## config.mk

```make
export PLATFORM = sky130hd
export DESIGN_NAME = lsu_mem_ctrl
export DESIGN_NICKNAME = d
export VERILOG_FILES = /design/src/rtl/lsu_mem_ctrl.sv
export SDC_FILE = /design/constraint.sdc
export NUM_CORES = 1
export LEC_CHECK = 0
export BUFFER_PORTS_ARGS = -buffer_cell sky130_fd_sc_hd__buf_4
export CAP_MARGIN = 20
export CORE_MARGIN = 2
export CORE_UTILIZATION = 30
export CTS_CLUSTER_DIAMETER = 60
export DETAILED_ROUTE_END_ITERATION = 8
export PLACE_DENSITY = 0.65
export SYNTH_ARGS = -nofsm -noshare
export SYNTH_HDL_FRONTEND = slang
export SYNTH_SLANG_ARGS = --single-unit
```

## constraint.sdc

```tcl
create_clock -name clk -period 1.6 [get_ports clk]
set_input_delay 0.16 -clock clk [delete_from_list [all_inputs] [get_ports clk]]
set_output_delay 0.16 -clock clk [all_outputs]
set_load 0.1 [all_outputs]
```

## src/rtl/lsu_mem_ctrl.sv

```systemverilog
// LSU memory controller: one load/store at a time to a word memory port.
// Raw read word, byte offset and funct3 go to the load-alignment stage.
module lsu_mem_ctrl #(
  parameter int XLEN = 32
) (
  input  logic            clk,
  input  logic            rst_n,
  input  logic            req_valid,
  output logic            req_ready,
  input  logic            req_we,
  input  logic [XLEN-1:0] req_addr,
  input  logic [XLEN-1:0] req_wdata,
  input  logic [2:0]      req_funct3,
  output logic            mem_req_valid,
  input  logic            mem_req_ready,
  output logic [XLEN-1:0] mem_addr,
  output logic [XLEN-1:0] mem_wdata,
  output logic [3:0]      mem_wstrb,
  output logic            mem_we,
  input  logic            mem_rsp_valid,
  input  logic [XLEN-1:0] mem_rdata,
  output logic            rsp_valid,
  output logic [XLEN-1:0] rsp_data,
  output logic [1:0]      rsp_sft,
  output logic [2:0]      rsp_funct3,
  output logic            rsp_misalign,
  output logic            busy
);

  typedef enum logic [1:0] {
    S_IDLE,
    S_REQ,
    S_WAIT,
    S_DONE
  } state_e;

  state_e state_q, state_d;

  logic [XLEN-1:2] addr_q, addr_d;
  logic [XLEN-1:0] wdata_q, wdata_d;
  logic [XLEN-1:0] rdata_q, rdata_d;
  logic [3:0]      wstrb_q, wstrb_d;
  logic [2:0]      funct3_q, funct3_d;
  logic [1:0]      sft_q, sft_d;
  logic            we_q, we_d;
  logic            mis_q, mis_d;

  logic            accept;
  logic            f3_legal;
  logic            in_mis;
  logic [1:0]      in_sft;
  logic [3:0]      in_strb;
  logic [XLEN-1:0] in_wdata;

  assign accept = req_valid && (state_q == S_IDLE);
  assign in_sft = req_addr[1:0];

  // Decode funct3 legality, alignment, strobes and lane-shifted data
  always_comb begin
    f3_legal = 1'b0;
    in_strb  = 4'b0000;
    unique case (req_funct3)
      3'b000, 3'b001, 3'b010: f3_legal = 1'b1;
      3'b100, 3'b101:         f3_legal = !req_we;
      default:                f3_legal = 1'b0;
    endcase
    in_mis = !f3_legal
           || (req_funct3[1:0] == 2'b10 && in_sft != 2'b00)
           || (req_funct3[1:0] == 2'b01 && in_sft == 2'b11);
    unique case (req_funct3[1:0])
      2'b00:   in_strb = 4'b0001 << in_sft;
      2'b01:   in_strb = 4'b0011 << in_sft;
      default: in_strb = 4'b1111;
    endcase
    if (!req_we) in_strb = 4'b0000;
    in_wdata = req_we ? (req_wdata << {in_sft, 3'b000}) : '0;
  end

  // State register
  always_ff @(posedge clk) begin
    if (!rst_n) state_q <= S_IDLE;
    else        state_q <= state_d;
  end

  // Next-state logic
  always_comb begin
    state_d = state_q;
    unique case (state_q)
      S_IDLE: if (req_valid) state_d = in_mis ? S_DONE : S_REQ;
      S_REQ:  if (mem_req_ready) state_d = S_WAIT;
      S_WAIT: if (mem_rsp_valid) state_d = S_DONE;
      S_DONE: state_d = S_IDLE;
      default: state_d = S_IDLE;
    endcase
  end

  // Capture the request on accept and the read word in WAIT
  always_comb begin
    addr_d   = addr_q;
    wdata_d  = wdata_q;
    wstrb_d  = wstrb_q;
    funct3_d = funct3_q;
    sft_d    = sft_q;
    we_d     = we_q;
    mis_d    = mis_q;
    rdata_d  = rdata_q;
    if (accept) begin
      addr_d   = req_addr[XLEN-1:2];
      wdata_d  = in_wdata;
      wstrb_d  = in_strb;
      funct3_d = req_funct3;
      sft_d    = in_sft;
      we_d     = req_we;
      mis_d    = in_mis;
    end
    if (state_q == S_WAIT && mem_rsp_valid) rdata_d = mem_rdata;
  end

  // Datapath registers, cleared by reset
  always_ff @(posedge clk) begin
    if (!rst_n) begin
      addr_q   <= '0;
      wdata_q  <= '0;
      wstrb_q  <= '0;
      funct3_q <= '0;
      sft_q    <= '0;
      we_q     <= 1'b0;
      mis_q    <= 1'b0;
      rdata_q  <= '0;
    end else begin
      addr_q   <= addr_d;
      wdata_q  <= wdata_d;
      wstrb_q  <= wstrb_d;
      funct3_q <= funct3_d;
      sft_q    <= sft_d;
      we_q     <= we_d;
      mis_q    <= mis_d;
      rdata_q  <= rdata_d;
    end
  end

  // Outputs decoded from state and registered fields only
  always_comb begin
    req_ready     = 1'b0;
    mem_req_valid = 1'b0;
    rsp_valid     = 1'b0;
    mem_addr      = '0;
    mem_wdata     = '0;
    mem_wstrb     = 4'b0000;
    mem_we        = 1'b0;
    rsp_data      = '0;
    rsp_misalign  = 1'b0;
    busy          = (state_q != S_IDLE);
    rsp_sft       = sft_q;
    rsp_funct3    = funct3_q;
    unique case (1'b1)
      (state_q == S_IDLE): req_ready = 1'b1;
      (state_q == S_REQ): begin
        mem_req_valid = 1'b1;
        mem_addr      = {addr_q, 2'b00};
        mem_wdata     = wdata_q;
        mem_wstrb     = wstrb_q;
        mem_we        = we_q;
      end
      (state_q == S_DONE): begin
        rsp_valid    = 1'b1;
        rsp_misalign = mis_q;
        rsp_data     = (mis_q || we_q) ? '0 : rdata_q;
      end
      default: ;
    endcase
  end

endmodule

```

# Word-level counts from Yosys, hierarchy flattened
# Index checks and enable logic that the tools add are counted.
# op_classes
eq_ne	13
mux	19
shift	3
n_reduce_logical	17
# ops
operator	n
32-bit 2-to-1 mux	5
32-bit by 5-bit << shifter with 32-bit output	1
2-bit equality test (second input constant)	4
2-bit 2-to-1 mux	4
4-bit 2-to-1 mux	2
2-bit case mux with 4 select lines	1
4-bit case mux with 2 select lines	1
3-bit equality test (second input constant)	2
2-bit inequality test (second input constant)	3
1-bit 2-to-1 mux	5
2-bit by 1-bit equality test with 1-bit output (second input constant)	2
1-bit logical AND	4
2-bit zero test	2
2-bit nonzero test	2
1-bit by 2-bit << shifter with 4-bit output (first input constant)	1
2-bit by 2-bit << shifter with 4-bit output (first input constant)	1
3-bit by 1-bit equality test with 1-bit output (second input constant)	1
3-bit by 2-bit equality test with 1-bit output (second input constant)	1
3-bit zero test	1
1-bit logical OR	3
3-bit AND reduction	1
3-bit OR reduction	1
1-bit zero test	2
1-bit case mux with 2 select lines	1
2-bit OR reduction	1
# word_totals
reg_bits	107
inputBits	105

# Logic depth before layout (Yosys ltp)
# logic_depth
word_depth	9
ltp_mapped	8
mapped_depth_nobuf	5

# Worst setup path after synthesis
# Ideal clock, no wire load.
# synth_path
kind	flip-flop to output port
from	register state_q[1]
to	output port mem_addr[10]
slack_ps	-1086
arrival_ps	2526
t_required_ps	1440
stages_incl_launch_ff	6
cell_sequence	dfxtp_1 > inv_1 > ha_1 > clkbuf_1 > clkbuf_1 > and2_1
# synth_between
elab_chain_cells	2
# synth_rtl
element	line	rtl
start: declaration	37	state_e state_q, state_d;
start signal: assignment	82	else state_q <= state_d;
2-bit by 1-bit equality test with 1-bit output	158	(state_q == S_REQ): begin
32-bit 2-to-1 mux	156	unique case (1'b1)
end: declaration	16	output logic [XLEN-1:0] mem_addr,
# No other way between the ends.

# Worst setup path after layout
# layout_path
from	register state_q[0]
to	output port rsp_data[14]
# layout_between
elab_chain_cells	2
# layout_rtl
element	line	rtl
2-bit equality test	165	(state_q == S_DONE): begin
32-bit 2-to-1 mux	156	
end: declaration	23	output logic [XLEN-1:0] rsp_data,
# No other way between the ends.

==> results.cfg <==
[cts]
tritoncts = yes
htree_levels = 3
cts_buffer_depth = 2
ctsRootBufferMaster = clkbuf_16
numCtsBuffers = 9
clkTransAtPathRegs_ns = 0.07
clkSinkCount = 107
clk_latency_ns = 0.35

[grt]
grtUsageTotal_pct = 18.2
grt_max_degree = 68
grt_antenna_before_repair = 0
grt-ovfl-total = 0
grt_pass1_vias = 4861
grt_pass1_wl_mm = 26.2

[setup_path]
critPathMaxFanout = 7
critPathSlowestCell = dfxtp_4
r2r-end = wdata_q[2]
required_ns = 1.44
cpMostUsedCell = buf_6
cp-end-kind = output pin
reg2reg_slack_ns = 0.01
critPathKind = flip-flop to output pin
ff2ff_path_depth = 8
start_kind = flip-flop
crit_chain = ha_4 -> nor3b_4 -> buf_6 -> buf_6 -> and2_4 -> buf_12
r2r-start = state_q[0]
worstPathArrival_ns = 1.68
worstSetupStartpoint = state_q[0]
max_stage_delay_ns = 0.37

[timing]
drv_slew = 0
fmax_mhz = 545
fin_crit_ns = 1.84
hold_viol = 0
setup_viol = 101
rsz0062_at_grt = yes
fin_skew_ns = 0.00457
fin_crit_sh_pct = 115
layout_setup_ws_ns = -0.236

[synth]
synth-edff-count = 0
synth_largest_area_cell = dfxtp_1
yosysUniqueCellTypes = 41
synth-seq-cells = 107
yosysWarnings = 0
synthCells = 621
yosysTopAreaCellShare_pct = 42.2
synth_ff_type = dfxtp_1
synth_area_leaders = dfxtp_1, and2_1, nand2_1
synthArstFlopShare_pct = 0
postSynthAreaPerCell_sq_um = 8.17
yosysSeqAreaShare_pct = 42.2
synth_area_sq_um = 5070

[place]
place_ws_ns = 0.0644
routabilityCongestion = 0.784
port_buffers = 213
hpwl_mm = 10.9

[route]
first_pass_iters = 4
drcViolationCount = 0
ant_nets = 0
vias = 4981
vias_per_cell = 4.74
finalWirelength_mm = 17.4
drtIter0Drc = 186
routedWlPerCell_um = 16.5

[min_path]
hold_end = rdata_q[11]
min_path_type = input pin to flip-flop
hp-start = mem_rdata[11]
whs_path_depth = 3

[layout]
final_core_util_pct = 54.5
antennaDiodeCount = 0
areaGrowthSynthToFinish_pct = 78.0
nets = 934
drive_above_1_share_pct = 47.5

[floorplan]
io_pins = 216
start_util_pct = 30.6
die-area_sq_um = 18000
design.core.area_sq_um = 16600
die_y_um = 134
fp-row-count = 47
die_w_um = 134

[outcome]
violations = setup timing
outcome = complete, but fails checks

[power_and_ir_drop]
p_leak_nw = 3.70
p_per_area_nw_per_um2 = 1140
peakVddDrop_mv = 0.684
fin_total_pwr_w = 0.0103

[job]
maxCapViolCount = 0
==> state kept, by name (all words and copies together), names as in the netlist <==
register and count:
rsp_sft 2, wdata_q 32, mis_q 1, we_q 1
rsp_funct3 3, wstrb_q 4, rdata_q 32, addr_q 30
state_q 2
==> layout make-up <==
| cell class | instances | area, sq um |
|---|---|---|
| clock inverter | 4 | 50.0 |
| clock buffer | 12 | 246 |
| fill | 1468 | 7550 |
| tap | 220 | 275 |
| timing repair buffer | 246 | 3370 |
| multi-input combinational | 456 | 2920 |
| sequential | 107 | 2150 |
| inverter | 5 | 26.3 |
==> kinds of logic after synthesis <==
logic type      after synthesis  share of synthesized area, %
simple gates                293                          29.2
compound gates              133                          16.7
flops                       107                          42.2
buf+inv                      59                          6.09
mux                          24                          4.73
fa+ha+maj                     4                         0.986
other cells                   1                        0.0739
==> critical path: cells and delay by family (launching register included) <==
kind | cells | cell delay (ns)
buf+inv | 3 | 0.49
flops | 1 | 0.37
simple gates | 2 | 0.35
fa+ha+maj | 1 | 0.13
==> metrics by stage <==
stage / hold slack (ns) / std cells / setup TNS, ns / instance area [sq um]
after floorplan: 0.296 / 622 / -8.74 / 5400
after global placement: 0.407 / 1022 / 0 / 7220
after detailed placement: 0.416 / 1022 / 0 / 7220
after CTS: 0.0391 / 1042 / -16.44 / 8820
after global routing: 0.0456 / 1050 / -24.03 / 9030
final: 0.0541 / 1050 / -17.42 / 9030
==> synth_stat cells, types with 2 or more instances <==
| library cell | number |
|---|---|
| and2_1 | 102 |
| nand2b_1 | 3 |
| a32oi_1 | 8 |
| dfxtp_1 | 107 |
| nor2_1 | 17 |
| a2bb2oi_1 | 16 |
| clkbuf_1 | 21 |
| buf_6 | 4 |
| buf_1 | 7 |
| inv_1 | 3 |
| a21oi_1 | 80 |
| nand3_2 | 8 |
| mux2i_1 | 24 |
| o21ai_0 | 2 |
| o22a_1 | 8 |
| a31oi_1 | 2 |
| ha_1 | 4 |
| a21oi_2 | 8 |
| buf_4 | 6 |
| nor2b_1 | 2 |
| o311ai_1 | 2 |
| inv_2 | 2 |
| o21bai_1 | 2 |
| buf_2 | 15 |
| and3b_1 | 2 |
| nand3_1 | 2 |
| nand2_1 | 150 |
==> cells in the final DEF, fill, tap and decap left out, types with 2 or more instances in the layout <==
cell        netlist  final
o311ai_1          2      2
dfxtp_4           0      2
a21oi_2           8      9
nor2b_1           2      2
a31oi_1           2      2
buf_12            1    115
nand3_2           8      8
a2bb2oi_1        16     16
conb_1            1      2
nand2_1         150    150
clkbuf_16         0     12
nand3_1           2      2
nand2b_1          3      3
ha_4              0      3
mux2i_1          24     24
inv_2             2      2
a32oi_2           0      2
and2_2            0     27
and2_4            0     74
and3b_1           2      2
clkbuf_1         21      2
o22a_1            8      8
buf_4             6    120
o21ai_0           2      2
clkinvlp_4        0      3
a21oi_1          80     79
a32oi_1           8      6
nor2_1           17     17
clkinv_2          0      2
buf_6             4      8
o21bai_1          2      2
dfxtp_1         107    105
==> power breakdown <==
group	switching [W]	internal [W]
Sequential	0.000191	0.00300
Clock	0.00101	0.00126
Combinational	0.00290	0.00193
==> layer usage <==
metal | up-vias | wire [um] | track usage (%)
met3 | 26 | 1170 | 5.06
met2 | 151 | 8420 | 30.1
met1 | 2341 | 7340 | 23.0
met5 | - | 0 | 0
met4 | 0 | 437 | 6.20
li1 | 2463 | - | -
==> worst max-delay path by stage <==
stage / end / slack [ns] / depth (start not counted)
6_report: rsp_data[14] / -0.24 / 6
3_5_place_dp: rsp_data[0] / 0.06 / 5
5_1_grt: rsp_data[14] / -0.29 / 6
3_3_place_gp: mem_wdata[31] / 0.11 / 5
4_1_cts: rsp_data[0] / -0.22 / 5
2_1_floorplan: rsp_data[10] / -0.09 / 4
==> timing repair <==
action	CTS	global route
setup endpoints to repair	102	141
resized for setup	305	23
cloned	0	4
pin swaps	2	11
buffers inserted	4	5
hold buffers	0	0
No activity file was read; power rests on OpenSTA's default activity.
